[config.mk]
export PLATFORM = sky130hd
export DESIGN_NAME = alu_ctrl_fsm_flat
export DESIGN_NICKNAME = d
export VERILOG_FILES = /design/src/rtl/alu_ctrl_if.sv /design/src/rtl/alu_ctrl_fsm.sv /design/src/flat_wrapper.sv
export SDC_FILE = /design/constraint.sdc
export NUM_CORES = 1
export LEC_CHECK = 0
export ABC_AREA = 1
export BUFFER_PORTS_ARGS = -buffer_cell sky130_fd_sc_hd__buf_2
export CAP_MARGIN = 40
export CORE_ASPECT_RATIO = 1.5
export CORE_MARGIN = 5
export CORE_UTILIZATION = 44
export CTS_BUF_LIST = sky130_fd_sc_hd__clkbuf_4
export DETAILED_ROUTE_END_ITERATION = 8
export GPL_TIMING_DRIVEN = 0
export PLACE_DENSITY_LB_ADDON = 0.05
export SYNTH_ARGS = -nofsm -noshare
export SYNTH_HDL_FRONTEND = slang
export SYNTH_SLANG_ARGS = --single-unit
[constraint.sdc]
create_clock -name clk -period 2.6 [get_ports clk]
set_input_delay 0.26 -clock clk [delete_from_list [all_inputs] [get_ports clk]]
set_output_delay 0.26 -clock clk [all_outputs]
set_load 0.02 [all_outputs]
[src/rtl/alu_ctrl_if.sv]
// Handshake/bus bundle between the ALU control sequencer and the surrounding core
// (imem, register file, ALU flags, dmem).
interface alu_ctrl_if #(
    parameter int unsigned PC_W    = 8,
    parameter int unsigned INSTR_W = 9
);
    logic               start;
    logic [INSTR_W-1:0] instr_in;
    logic               imem_ack;
    logic               alu_jump;
    logic [PC_W-1:0]    br_target;
    logic               dmem_ack;

    logic [PC_W-1:0]    pc_out;
    logic               imem_req;
    logic [2:0]         alu_op;
    logic [2:0]         ra_sel;
    logic [2:0]         rb_sel;
    logic               reg_we;
    logic               car_we;
    logic               dmem_re;
    logic               dmem_we;
    logic               busy;
    logic               done;
    logic [15:0]        cycle_count;

    modport master (
        input  start, instr_in, imem_ack, alu_jump, br_target, dmem_ack,
        output pc_out, imem_req, alu_op, ra_sel, rb_sel, reg_we, car_we,
               dmem_re, dmem_we, busy, done, cycle_count
    );

    modport slave (
        output start, instr_in, imem_ack, alu_jump, br_target, dmem_ack,
        input  pc_out, imem_req, alu_op, ra_sel, rb_sel, reg_we, car_we,
               dmem_re, dmem_we, busy, done, cycle_count
    );
endinterface

[src/rtl/alu_ctrl_fsm.sv]
// Multi-cycle fetch/decode/exec/mem/wb sequencer for the 8-bit ALU core.
// Optional busy-cycle counter enabled by defining ALU_CTRL_CYCLE_COUNT_EN.
module alu_ctrl_fsm #(
    parameter int unsigned        PC_W      = 8,
    parameter int unsigned        INSTR_W   = 9,
    parameter logic [INSTR_W-1:0] HALT_WORD = 9'h1FF
) (
    input  logic       clk,
    input  logic       reset,
    alu_ctrl_if.master bus
);
    localparam logic [2:0] S_IDLE   = 3'd0;
    localparam logic [2:0] S_FETCH  = 3'd1;
    localparam logic [2:0] S_DECODE = 3'd2;
    localparam logic [2:0] S_EXEC   = 3'd3;
    localparam logic [2:0] S_MEM    = 3'd4;
    localparam logic [2:0] S_WB     = 3'd5;
    localparam logic [2:0] S_HALTED = 3'd6;

    localparam logic [2:0] OP_ADD = 3'd2;
    localparam logic [2:0] OP_SRL = 3'd3;
    localparam logic [2:0] OP_SRA = 3'd4;
    localparam logic [2:0] OP_BEQ = 3'd5;
    localparam logic [2:0] OP_LW  = 3'd6;
    localparam logic [2:0] OP_MEM = 3'd6;

    logic [2:0]         r_state;
    logic [PC_W-1:0]    r_pc;
    logic [INSTR_W-1:0] r_ir;
    logic [2:0]         r_alu_op;
    logic [2:0]         r_ra_sel;
    logic [2:0]         r_rb_sel;
    logic               r_imem_req;
    logic               r_reg_we;
    logic               r_car_we;
    logic               r_dmem_re;
    logic               r_dmem_we;
    logic               r_busy;
    logic               r_done;

    logic [2:0]         w_state_nxt;
    logic [PC_W-1:0]    w_pc_nxt;
    logic               w_load_ir;
    logic [2:0]         w_opc;
    logic [2:0]         w_in_opc;
    logic               w_state_busy;

    assign w_opc        = r_ir[INSTR_W-1 -: 3];
    assign w_in_opc     = bus.instr_in[INSTR_W-1 -: 3];
    assign w_state_busy = (r_state != S_IDLE) && (r_state != S_HALTED);

    // Next-state and next-PC decode
    always_comb begin
        w_state_nxt = r_state;
        w_pc_nxt    = r_pc;
        w_load_ir   = 1'b0;
        case (r_state)
            S_IDLE, S_HALTED: begin
                if (bus.start) begin
                    w_pc_nxt    = '0;
                    w_state_nxt = S_FETCH;
                end
            end
            S_FETCH: begin
                if (bus.imem_ack) begin
                    w_load_ir   = 1'b1;
                    w_state_nxt = S_DECODE;
                end
            end
            S_DECODE: w_state_nxt = (r_ir == HALT_WORD) ? S_HALTED : S_EXEC;
            S_EXEC: begin
                if (w_opc == OP_BEQ) begin
                    w_pc_nxt    = bus.alu_jump ? bus.br_target : r_pc + PC_W'(1);
                    w_state_nxt = S_FETCH;
                end else if (w_opc >= OP_MEM) begin
                    w_state_nxt = S_MEM;
                end else begin
                    w_state_nxt = S_WB;
                end
            end
            S_MEM: begin
                if (bus.dmem_ack) begin
                    if (w_opc == OP_LW) begin
                        w_state_nxt = S_WB;
                    end else begin
                        w_pc_nxt    = r_pc + PC_W'(1);
                        w_state_nxt = S_FETCH;
                    end
                end
            end
            S_WB: begin
                w_pc_nxt    = r_pc + PC_W'(1);
                w_state_nxt = S_FETCH;
            end
            default: w_state_nxt = S_IDLE;
        endcase
    end

    // State, PC/IR and registered Moore outputs decoded from the next state
    always_ff @(posedge clk or posedge reset) begin
        if (reset) begin
            r_state    <= S_IDLE;
            r_pc       <= '0;
            r_ir       <= '0;
            r_alu_op   <= 3'd0;
            r_ra_sel   <= 3'd0;
            r_rb_sel   <= 3'd0;
            r_imem_req <= 1'b0;
            r_reg_we   <= 1'b0;
            r_car_we   <= 1'b0;
            r_dmem_re  <= 1'b0;
            r_dmem_we  <= 1'b0;
            r_busy     <= 1'b0;
            r_done     <= 1'b0;
        end else begin
            r_state <= w_state_nxt;
            r_pc    <= w_pc_nxt;
            if (w_load_ir) begin
                r_ir     <= bus.instr_in;
                r_alu_op <= (w_in_opc < OP_MEM) ? w_in_opc : OP_MEM;
                r_ra_sel <= bus.instr_in[5:3];
                r_rb_sel <= bus.instr_in[2:0];
            end
            r_imem_req <= (w_state_nxt == S_FETCH);
            r_dmem_re  <= (w_state_nxt == S_MEM) && (w_opc == OP_LW);
            r_dmem_we  <= (w_state_nxt == S_MEM) && (w_opc != OP_LW);
            r_reg_we   <= (w_state_nxt == S_WB);
            r_car_we   <= (w_state_nxt == S_WB) &&
                          ((w_opc == OP_ADD) || (w_opc == OP_SRL) || (w_opc == OP_SRA));
            r_busy     <= (w_state_nxt != S_IDLE) && (w_state_nxt != S_HALTED);
            r_done     <= (w_state_nxt == S_HALTED);
        end
    end

    assign bus.pc_out   = r_pc;
    assign bus.imem_req = r_imem_req;
    assign bus.alu_op   = r_alu_op;
    assign bus.ra_sel   = r_ra_sel;
    assign bus.rb_sel   = r_rb_sel;
    assign bus.reg_we   = r_reg_we;
    assign bus.car_we   = r_car_we;
    assign bus.dmem_re  = r_dmem_re;
    assign bus.dmem_we  = r_dmem_we;
    assign bus.busy     = r_busy;
    assign bus.done     = r_done;

`ifdef ALU_CTRL_CYCLE_COUNT_EN
    logic [15:0] r_cycle_cnt;

    // The cycle that accepts start is counted as the first cycle of the run
    always_ff @(posedge clk or posedge reset) begin
        if (reset) begin
            r_cycle_cnt <= 16'd0;
        end else if (!w_state_busy && bus.start) begin
            r_cycle_cnt <= 16'd1;
        end else if (w_state_busy && (r_cycle_cnt != 16'hFFFF)) begin
            r_cycle_cnt <= r_cycle_cnt + 16'd1;
        end
    end

    assign bus.cycle_count = r_cycle_cnt;
`else
    assign bus.cycle_count = 16'd0;
`endif

endmodule

[src/flat_wrapper.sv]
// flat-port wrapper written by rule: the top's interface ports become plain ports
module alu_ctrl_fsm_flat 
#(
    parameter int unsigned        PC_W      = 8,
    parameter int unsigned        INSTR_W   = 9,
    parameter logic [INSTR_W-1:0] HALT_WORD = 9'h1FF
)
  (clk, reset, bus_start, bus_instr_in, bus_imem_ack, bus_alu_jump, bus_br_target, bus_dmem_ack, bus_pc_out, bus_imem_req, bus_alu_op, bus_ra_sel, bus_rb_sel, bus_reg_we, bus_car_we, bus_dmem_re, bus_dmem_we, bus_busy, bus_done, bus_cycle_count);
  alu_ctrl_if #(.PC_W(PC_W), .INSTR_W(INSTR_W)) bus_i ();
  input  logic clk;
  input  logic reset;
  input wire logic [$bits(bus_i.start)-1:0] bus_start;
  input wire logic [$bits(bus_i.instr_in)-1:0] bus_instr_in;
  input wire logic [$bits(bus_i.imem_ack)-1:0] bus_imem_ack;
  input wire logic [$bits(bus_i.alu_jump)-1:0] bus_alu_jump;
  input wire logic [$bits(bus_i.br_target)-1:0] bus_br_target;
  input wire logic [$bits(bus_i.dmem_ack)-1:0] bus_dmem_ack;
  output wire logic [$bits(bus_i.pc_out)-1:0] bus_pc_out;
  output wire logic [$bits(bus_i.imem_req)-1:0] bus_imem_req;
  output wire logic [$bits(bus_i.alu_op)-1:0] bus_alu_op;
  output wire logic [$bits(bus_i.ra_sel)-1:0] bus_ra_sel;
  output wire logic [$bits(bus_i.rb_sel)-1:0] bus_rb_sel;
  output wire logic [$bits(bus_i.reg_we)-1:0] bus_reg_we;
  output wire logic [$bits(bus_i.car_we)-1:0] bus_car_we;
  output wire logic [$bits(bus_i.dmem_re)-1:0] bus_dmem_re;
  output wire logic [$bits(bus_i.dmem_we)-1:0] bus_dmem_we;
  output wire logic [$bits(bus_i.busy)-1:0] bus_busy;
  output wire logic [$bits(bus_i.done)-1:0] bus_done;
  output wire logic [$bits(bus_i.cycle_count)-1:0] bus_cycle_count;
  assign bus_i.start = bus_start;
  assign bus_i.instr_in = bus_instr_in;
  assign bus_i.imem_ack = bus_imem_ack;
  assign bus_i.alu_jump = bus_alu_jump;
  assign bus_i.br_target = bus_br_target;
  assign bus_i.dmem_ack = bus_dmem_ack;
  assign bus_pc_out = bus_i.pc_out;
  assign bus_imem_req = bus_i.imem_req;
  assign bus_alu_op = bus_i.alu_op;
  assign bus_ra_sel = bus_i.ra_sel;
  assign bus_rb_sel = bus_i.rb_sel;
  assign bus_reg_we = bus_i.reg_we;
  assign bus_car_we = bus_i.car_we;
  assign bus_dmem_re = bus_i.dmem_re;
  assign bus_dmem_we = bus_i.dmem_we;
  assign bus_busy = bus_i.busy;
  assign bus_done = bus_i.done;
  assign bus_cycle_count = bus_i.cycle_count;
  alu_ctrl_fsm #(.PC_W(PC_W), .INSTR_W(INSTR_W), .HALT_WORD(HALT_WORD)) u_core (.clk(clk), .reset(reset), .bus(bus_i));
endmodule
==> results of run 1 <==
==> routing by layer <==
metal,up-vias,GRT usage
met2,47,0.2840
met1,744,0.1780
met5,-,0
li1,864,-
met4,0,0.06950
met3,11,0.04572
==> critical path, cell delays in order (launching register included) <==
cell and delay (ns):
dfrtp_1 0.51, nand2_2 0.11, nor2_4 0.21, nand2_1 0.10, nand2_1 0.12, nor2_2 0.06
inv_1 0.19, nand2_1 0.08, o21ai_1 0.08
==> layout by cell type (no fill, tap or decap), types with 3 or more instances in the layout <==
cell / instances
buf_2: 46
buf_4: 25
clkbuf_4: 5
conb_1: 16
dfrtp_1: 30
inv_1: 21
inv_2: 4
nand2_1: 84
nand3_1: 20
nand3b_1: 3
nor2_1: 21
nor3_1: 4
o21ai_0: 13
o21ai_1: 5
==> cell type report <==
class | instances | area (sq um) | area share
Multi-Input combinational cell | 179 | 793.3 | 0.3507
Sequential cell | 30 | 750.7 | 0.3319
Timing Repair Buffer | 48 | 267.8 | 0.1184
Buffer | 26 | 198.9 | 0.08794
Inverter | 25 | 93.84 | 0.04148
Clock inverter | 3 | 63.81 | 0.02821
Tap cell | 45 | 56.30 | 0.02489
Clock buffer | 5 | 37.54 | 0.01659
==> registers in the layout (all words and copies together), names as in the netlist <==
name / cells
u_core.bus.pc_out: 8
u_core.bus.ra_sel: 2
u_core.bus.reg_we: 1
u_core.bus.alu_op: 3
u_core.bus.rb_sel: 2
u_core.bus.car_we: 1
u_core.bus.dmem_we: 1
u_core.bus.imem_req: 1
u_core.bus.busy: 1
u_core.bus.dmem_re: 1
u_core.r_ir: 5
u_core.bus.done: 1
u_core.r_state: 3
==> cells by family after synthesis <==
kind of cell,share of synthesized area
flops,0.4216
compound gates,0.06114
buf+inv,0.1644
fa+ha+maj,0.007026
simple gates,0.3338
xor+xnor,0.009840
other cells,0.002106
==> how the worst min path moves through the flow <==
stage                          from                               end  slack [ns]  cells after the start
detailed placement            reset  u_core.bus.ra_sel[0]$_DFFE_PP0P_        0.31                      2
CTS                 bus_instr_in[0]  u_core.bus.rb_sel[0]$_DFFE_PP0P_        0.10                      3
global route        bus_instr_in[0]  u_core.bus.rb_sel[0]$_DFFE_PP0P_        0.11                      3
finish              bus_instr_in[0]  u_core.bus.rb_sel[0]$_DFFE_PP0P_        0.11                      3
floorplan                     reset  u_core.bus.alu_op[0]$_DFFE_PP0P_        0.35                      1
global placement    bus_instr_in[3]  u_core.bus.ra_sel[0]$_DFFE_PP0P_        0.45                      3
==> cell usage after synthesis <==
cell	n
ha_1	1
xnor2_1	1
conb_1	1
a21oi_1	2
nor2_4	2
o21ai_2	1
nor2_1	21
xor2_1	1
nand3_2	1
nand3b_1	3
inv_1	21
or2_2	1
dfrtp_1	30
nor2_2	2
nand2_2	1
buf_6	1
nor3_1	4
o21ai_0	13
o21ai_1	5
buf_4	25
inv_2	4
nand2_1	84
nand3_1	20
==> per-stage QoR <==
step                      hold slack, ns    util  instances  total power (W)  setup slack (ns)
final                             0.1137  0.5765        361         0.002485             1.075
after global routing              0.1118  0.5765        361         0.002698            0.8883
after CTS                         0.1022  0.5765        361         0.002511             1.049
after detailed placement          0.3091  0.5482        352         0.002035             1.079
after global placement            0.4529  0.5411        351         0.002016             1.088
after floorplan                   0.3508       -        260         0.001689             1.233
==> power breakdown <==
part | switching, W | internal (W) | leakage (nW)
Sequential | 0.000159 | 0.000650 | 0.389
Combinational | 0.000768 | 0.000439 | 0.882
Clock | 0.000173 | 0.000296 | 0.0528
==> results.yml, run 1 <==
synth:
  ys_types: 23
  synth_largest_area_cell: "dfrtp_1"
  syn_avg_cell_area_sq_um: 7.267
  yosysWarnings: 0
  yosysTopAreaCellShare: 0.4216
  syn_inst: 245
  ys_ff_latch: 30
  netlist_area_sq_um: 1780
  synth.yosys.seq_area_share: 0.4216
  ys_top_cells_by_area: "dfrtp_1 (42%), nand2_1 (18%), buf_4 (11%), nand3_1 (5.6%), inv_1 (4.4%)"
drt:
  viasPerCell: 4.615
  routed_wl_microns: 4154
  met3_length_microns: 247
  drcViolationCount: 0
  wl_met1_microns: 1565
  vias: 1666
  dr.pass1.iters: 4
  top_layer_used: "met4"
  wl_met2_microns: 2228
  drtAntennaViolNets: 0
  wl_per_cell_microns: 11.51
  drtIter0Drc: 68
grt:
  overflow: 0
  antenna_found_initial: 0
  grt_start_max_net_pins: 22
  grt_usage: 0.1632
  grt_pass1_wl_microns: 6589
  grt_pass1_vias: 1499
clocking:
  cts_hold_buf: 1
  clk_latency_ns: 0.34
  clk_pin_slew_worst_paths_ns: 0.10
  clock-sinks: 30
  root_buffer: "clkbuf_4"
  cts_resized: 0
  cts_buffers: 5
  cts_max_path_buffers: 2
  cts_max_level: 2
  cts_tree: "yes"
  cts_setup_buffers: 0
timing:
  setup_viol: 0
  fin_skew_ns: 0.008947
  period_minus_slack_ns: 1.526
  tns_ns: 0
  grt_setup_unrepaired: "no"
  relSlewSlack: 0.6663
  clock.fmax_ghz: 0.6555
  hold_viol: 0
  fin_crit_sh: 0.5867
  slew_violations: 0
  worst_pin_slew_ns: 0.4999
setup_path:
  reg2reg_slack_ns: 1.07
  setup.worst_path.start: "u_core.r_state[0]$_DFF_PP0_"
  criticalPathCategory: "reg -> reg"
  cp-end-kind: "flop"
  crit_path_max_fanout: 8
  crit_end: "u_core.bus.pc_out[1]$_DFFE_PP0P_"
  r2r-end: "u_core.bus.pc_out[1]$_DFFE_PP0P_"
  worstPathRequired_ns: 2.87
  arrival_ns: 1.80
  r2r-start: "u_core.r_state[0]$_DFF_PP0_"
  reg2reg_depth: 8
  start_kind: "flop"
placed_design:
  gp_congestion: 0.8394
  dpl_cell_area_sq_um: 2151
  dp.final_hpwl_microns: 3285
  port_buffers: 46
pwr:
  vdd_ir_drop_max_v: 0.0006923
  p_leak_nw: 1.324
  powerDensity_nw_per_um2: 1098
run:
  drv_cap: 0
cells_and_area:
  diodes: 0
  syn_to_final_growth_pct: 27.06
  final_cell_area_sq_um: 2262
  nets: 339
  layout-drive-gt1-share: 0.2911
  fillers: 391
outcome:
  status: "completed"
die:
  ios: 63
  dieWidth_microns: 61.94
  die_y_microns: 87.91
  coreArea_sq_um: 3924
  die-area_sq_um: 5445
  core.rowCount: 28
  start_util: 0.4538
hold_path:
  hold_path_class: "in -> reg"
No activity file was read; power rests on OpenSTA's default activity.
==> run 2: changes to the inputs <==
==> constraint.sdc (replaced) <==
create_clock -name clk -period 1.3 [get_ports clk]
set_input_delay 0.13 -clock clk [delete_from_list [all_inputs] [get_ports clk]]
set_output_delay 0.13 -clock clk [all_outputs]
set_load 0.02 [all_outputs]
==> results.yml, run 2 (synthesis gave the netlist of run 1 again) <==
timing:
  grt_setup_unrepaired: "yes"
  relSlewSlack: 0.5447
  finalWorstSetupSlack_ns: -0.1211
  hold_ws_ns: 0.03964
  clock.fmax_ghz: 0.7037
  fin_crit_sh: 1.093
  worst_pin_slew_ns: 0.6822
  fin_skew_ns: 0.007481
  hold_viol: 0
  setup_viol: 26
  tns_ns: -1.490
  period_minus_slack_ns: 1.421
  slew_violations: 0
clocking:
  cts_max_path_buffers: 2
  cts_buffers: 5
  cts_tree: "yes"
  cts_max_level: 2
  clk_pin_slew_worst_paths_ns: 0.10
  clock-sinks: 30
  clk_latency_ns: 0.33
  root_buffer: "clkbuf_4"
setup_path:
  crit_path_max_fanout: 8
  reg2reg_depth: 8
  r2r-start: "u_core.r_state[1]$_DFF_PP0_"
  cp-end-kind: "flop"
  start_kind: "flop"
  r2r-end: "u_core.bus.car_we$_DFF_PP0_"
  arrival_ns: 1.67
  worstPathRequired_ns: 1.55
  reg2reg_slack_ns: -0.12
  criticalPathCategory: "reg -> reg"
pwr:
  seq_power_share: 0.284
  p_int_w: 0.003260
  finalPower_w: 0.005885
  powerDensity_nw_per_um2: 2208
  power.share.switching: 0.4460
  pwr-share-comb: 0.558
  p_sw_w: 0.002625
  p_clk_frac: 0.157
  vdd_ir_drop_max_v: 0.001830
  p_leak_nw: 1.457
drt:
  wl_met2_microns: 2840
  drtAntennaViolNets: 0
  drtIter0Drc: 56
  routed_wl_microns: 4789
  wl_per_cell_microns: 12.50
  met3_length_microns: 224
  drcViolationCount: 0
  viasPerCell: 4.606
  vias: 1764
  wl_met1_microns: 1599
  top_layer_used: "met4"
  dr.pass1.iters: 6
die:
  coreArea_sq_um: 3924
  die-area_sq_um: 5445
  dieWidth_microns: 61.94
  core.rowCount: 28
  die_y_microns: 87.91
  ios: 63
  start_util: 0.4538
cells_and_area:
  fillers: 345
  final_common_cell: "nand2_1"
  syn_to_final_growth_pct: 49.68
  layout-drive-gt1-share: 0.4231
  ff_latch_area_sq_um: 757.0
  final_cell_mix: "nand2_1 (70), buf_2 (46), buf_4 (31)"
  diodes: 0
  fin_util: 0.6792
  multi_input_area_sq_um: 958.4
  largest_reg_flops: 8
  nets: 361
grt:
  grt_start_max_net_pins: 17
  antenna_found_initial: 0
  overflow: 0
  grt_pass1_vias: 1751
  grt_usage: 0.1900
  grt_pass1_wl_microns: 7631
placed_design:
  dp.final_hpwl_microns: 3351
  port_buffers: 46
  pre_cts_slack_ns: -0.1934
  gp_congestion: 0.8407
outcome:
  violations: "negative setup slack"
  status: "complete, but fails checks"
hold_path:
  holdPathStages: 3
  holdCritStartpoint: "bus_instr_in[7]"
  hold_end: "u_core.bus.alu_op[1]$_DFFE_PP0P_"
  hold_path_class: "in -> reg"
run:
  drv_cap: 0
==> run 2: changes by cell type in the layout (fill, tap and decap cells not counted), sizes merged <==
cell         change
dlygate4sd3      +7
buf             +15
==> run 2: layer usage <==
layer	GRT usage	vias to the layer above
li1	-	908
met4	0.07529	0
met2	0.3557	41
met3	0.03687	12
met1	0.1959	803
met5	0	-
==> run 2: final cells by class <==
class / instances / share of cell area
flip-flops and latches: 30 / 0.2840
repair buffers: 70 / 0.1775
inverters: 25 / 0.04084
multi-input cells: 179 / 0.3596
clock buffers: 5 / 0.01408
clock inverters: 3 / 0.02394
well taps: 45 / 0.02113
plain buffers: 26 / 0.07887
==> run 2: critical path, cell delays in order, from the launching register on <==
cell	delay, ns
dfrtp_1	0.36
buf_6	0.18
nand2_2	0.08
nor2_4	0.14
nand2_1	0.07
nand3_1	0.14
nor2_4	0.06
buf_6	0.13
nor3_1	0.18
==> run 2: worst max path at each step <==
| stage | start | to | depth (start not counted) |
|---|---|---|---|
| after floorplan | u_core.r_state[1]$_DFF_PP0_ | u_core.r_ir[7]$_DFFE_PP0P_ | 9 |
| after global placement | u_core.r_state[0]$_DFF_PP0_ | u_core.bus.pc_out[1]$_DFFE_PP0P_ | 8 |
| after detailed placement | u_core.r_state[2]$_DFF_PP0_ | u_core.bus.pc_out[5]$_DFFE_PP0P_ | 9 |
| after CTS | u_core.r_state[0]$_DFF_PP0_ | u_core.bus.pc_out[5]$_DFFE_PP0P_ | 9 |
| after global routing | u_core.r_state[1]$_DFF_PP0_ | u_core.bus.pc_out[5]$_DFFE_PP0P_ | 10 |
| final | u_core.r_state[1]$_DFF_PP0_ | u_core.bus.car_we$_DFF_PP0_ | 8 |
==> run 2: power groups by stage <==
stage               Sequential [W]  Combinational (W)  Clock [W]
finish                     0.00167            0.00329   0.000925
global route               0.00173            0.00360   0.000997
CTS                        0.00165            0.00301   0.000943
detailed placement         0.00164            0.00244          0
global placement           0.00164            0.00241          0
floorplan                  0.00183            0.00156          0
==> run 2: repair_timing <==
action	CTS	global route
hold endpoints to repair	19	2
setup buffers	10	3
hold buffers	6	2
resized for setup	32	31
setup endpoints to repair	24	30
gates cloned	2	0
pin swaps	8	4
==> run 2: through the flow <==
stage	area [sq um]	instances
after CTS	2519	378
after detailed placement	2161	352
after global routing	2665	383
final	2665	383
after floorplan	1847	260
after global placement	2133	351
==> run 3: changes to the inputs <==
--- a/config.mk
+++ b/config.mk
@@ -5,7 +5,6 @@
 export SDC_FILE = /design/constraint.sdc
 export NUM_CORES = 1
 export LEC_CHECK = 0
-export ABC_AREA = 1
 export BUFFER_PORTS_ARGS = -buffer_cell sky130_fd_sc_hd__buf_2
 export CAP_MARGIN = 40
 export CORE_ASPECT_RATIO = 1.5
==> results.yml, run 3 <==
timing:
  worst_pin_slew_ns: 0.5041
  fin_crit_sh: 1.241
  grt_setup_unrepaired: "yes"
  period_minus_slack_ns: 1.614
  hold_viol: 0
  hold_ws_ns: 0.04355
  clock.fmax_ghz: 0.6196
  slew_violations: 0
  fin_skew_ns: 0.006335
  relSlewSlack: 0.6636
  setup_viol: 27
  finalWorstSetupSlack_ns: -0.3139
synth:
  synth_ff_type: "dfrtp_1"
  ys_top_cells_by_area: "dfrtp_1 (42%), buf_4 (10%), nand2_1 (8.8%), a31oi_4 (2.4%), o31ai_4 (2.4%)"
  synth.most_common_cell: "nand2_1"
  yosysTopAreaCellShare: 0.4187
  ys_types: 47
  yosysWarnings: 0
  synth_common_cells: "nand2_1 (42), dfrtp_1 (30), buf_4 (25)"
  synth_edf_count: 0
  ys_ff_latch: 30
  netlist_area_sq_um: 1793
  synth.yosys.seq_area_share: 0.4187
  syn_inst: 194
  synth_largest_area_cell: "dfrtp_1"
  synthArstFlopShare: 1.000
  syn_avg_cell_area_sq_um: 9.242
setup_path:
  crit_path_max_fanout: 10
  worstPathBufferInverterCount: 2
  crit_path_cell_trace: "buf_6, and4b_1, a31oi_4, o31ai_4, buf_6, a22o_1"
  slowest_stage: "dfrtp_1"
  path_delay_family: "compound AO/OA/AOI/OAI gates"
  start_kind: "flop"
  reg2reg_slack_ns: -0.31
  arrival_ns: 1.84
  criticalPathCategory: "reg -> reg"
  cp.depth: 6
  slowest_delay_ns: 0.44
  reg2reg_depth: 6
  setup.worst_path.start: "u_core.r_state[2]$_DFF_PP0_"
  r2r-start: "u_core.r_state[2]$_DFF_PP0_"
  r2r-end: "u_core.bus.pc_out[2]$_DFFE_PP0P_"
  worstPathRequired_ns: 1.53
  crit_end: "u_core.bus.pc_out[2]$_DFFE_PP0P_"
  crit_top_cell: "buf_6"
  cp-end-kind: "flop"
clocking:
  cts_max_level: 2
  root_buffer: "clkbuf_4"
  cts_max_path_buffers: 2
  clk_pin_slew_worst_paths_ns: 0.10
  clk_latency_ns: 0.33
  clock-sinks: 30
  cts_tree: "yes"
  cts_buffers: 5
drt:
  viasPerCell: 5.012
  dr.pass1.iters: 4
  drtIter0Drc: 91
  top_layer_used: "met4"
  wl_met2_microns: 2560
  wl_met1_microns: 1709
  met3_length_microns: 236
  routed_wl_microns: 4611
  vias: 1694
  wl_per_cell_microns: 13.64
  drtAntennaViolNets: 0
  drcViolationCount: 0
placed_design:
  gp_congestion: 0.8064
  pre_cts_slack_ns: -0.4091
  port_buffers: 46
  dp.final_hpwl_microns: 3126
die:
  ios: 63
  core.rowCount: 28
  die_y_microns: 88.18
  start_util: 0.4529
  coreArea_sq_um: 3959
  die-area_sq_um: 5478
  dieWidth_microns: 62.12
grt:
  antenna_found_initial: 0
  grt_usage: 0.1678
  overflow: 0
  grt_pass1_vias: 1714
  grt_pass1_wl_microns: 7507
  grt_start_max_net_pins: 22
cells_and_area:
  final_common_cell: "buf_2"
  fillers: 332
  syn_to_final_growth_pct: 51.64
  multi_input_area_sq_um: 988.4
  final_cell_mix: "buf_2 (46), buf_4 (37), nand2_1 (29)"
  largest_reg_flops: 8
  layout-drive-gt1-share: 0.5188
  nets: 316
  fin_util: 0.6868
  diodes: 0
  ff_latch_area_sq_um: 753.2
hold_path:
  hold_path_class: "in -> reg"
  holdPathStages: 3
pwr:
  powerDensity_nw_per_um2: 2180
  finalPower_w: 0.005926
  p_leak_nw: 1.372
  vdd_ir_drop_max_v: 0.001456
run:
  drv_cap: 0
outcome:
  violations: "negative setup slack"
  status: "complete, but fails checks"
run 3: cell count changes after synthesis, moves of 3 or more:
cell / delta
nand2_1: -42
and2_1: +3
o21ai_1: -4
nand3_1: -16
nor2_1: -11
a21oi_1: +6
inv_1: -15
a22o_1: +4
a32o_1: +4
o21ai_0: -9
run 3: worst min path at each step:
stage	from	to
after detailed placement	reset	u_core.bus.pc_out[0]$_DFFE_PP0P_
after global placement	bus_instr_in[5]	u_core.r_ir[5]$_DFFE_PP0P_
final	bus_instr_in[7]	u_core.r_ir[7]$_DFFE_PP0P_
after floorplan	reset	u_core.bus.alu_op[0]$_DFFE_PP0P_
after CTS	bus_instr_in[7]	u_core.bus.alu_op[1]$_DFFE_PP0P_
after global routing	bus_instr_in[7]	u_core.r_ir[7]$_DFFE_PP0P_
run 3: area by class of cell:
class | instances | area share
Timing Repair Buffer | 78 | 0.2034
Buffer | 28 | 0.08836
Sequential cell | 30 | 0.2770
Multi-Input combinational cell | 139 | 0.3636
Clock inverter | 1 | 0.01104
Tap cell | 45 | 0.02071
Clock buffer | 7 | 0.01933
Inverter | 10 | 0.01657
run 3: report_power, final:
part	switching [W]	internal, W
combinational	0.00183	0.00170
sequential	0.000328	0.00130
clock	0.000322	0.000449
total	0.00248	0.00344
run 3: timing repair:
item,4_1_cts,5_1_grt
setup buffers,13,9
endpoints found under the hold margin,16,0
resized for setup,18,36
cloned,1,0
hold buffers,8,0
endpoints found under the setup margin,29,29
pin swaps,8,13
run 3: cells by family (layout without fill, tap and decap cells):
logic type | Yosys count | count (layout) | share of synthesized area
and+or+nand+nor | 81 | 81 | 0.2212
adders and majority gates | 1 | 1 | 0.006977
buffers and inverters | 40 | 124 | 0.1458
AOI/OAI and AO/OA | 41 | 41 | 0.2052
other | 1 | 16 | 0.002092
DFF | 30 | 30 | 0.4187
run 3: worst register-to-register path, delay by kind of cell (launching register included):
| kind | cells | cell delay [ns] |
|---|---|---|
| compound gates | 3 | 0.52 |
| flops | 1 | 0.44 |
| buf+inv | 2 | 0.33 |
| simple gates | 1 | 0.23 |
run 3: per-layer routing:
layer,global-route usage,up-vias
met5,0,-
met4,0.07692,0
met3,0.04878,12
met2,0.3104,42
met1,0.1731,815
li1,-,825
run 3: per-stage QoR:
stage / instances / instance area (sq um) / setup TNS (ns)
finish: 338 / 2719 / -6.970
global route: 338 / 2719 / -9.118
CTS: 330 / 2534 / -5.107
detailed placement: 301 / 2197 / -5.114
global placement: 300 / 2170 / -5.133
floorplan: 209 / 1883 / -2.315
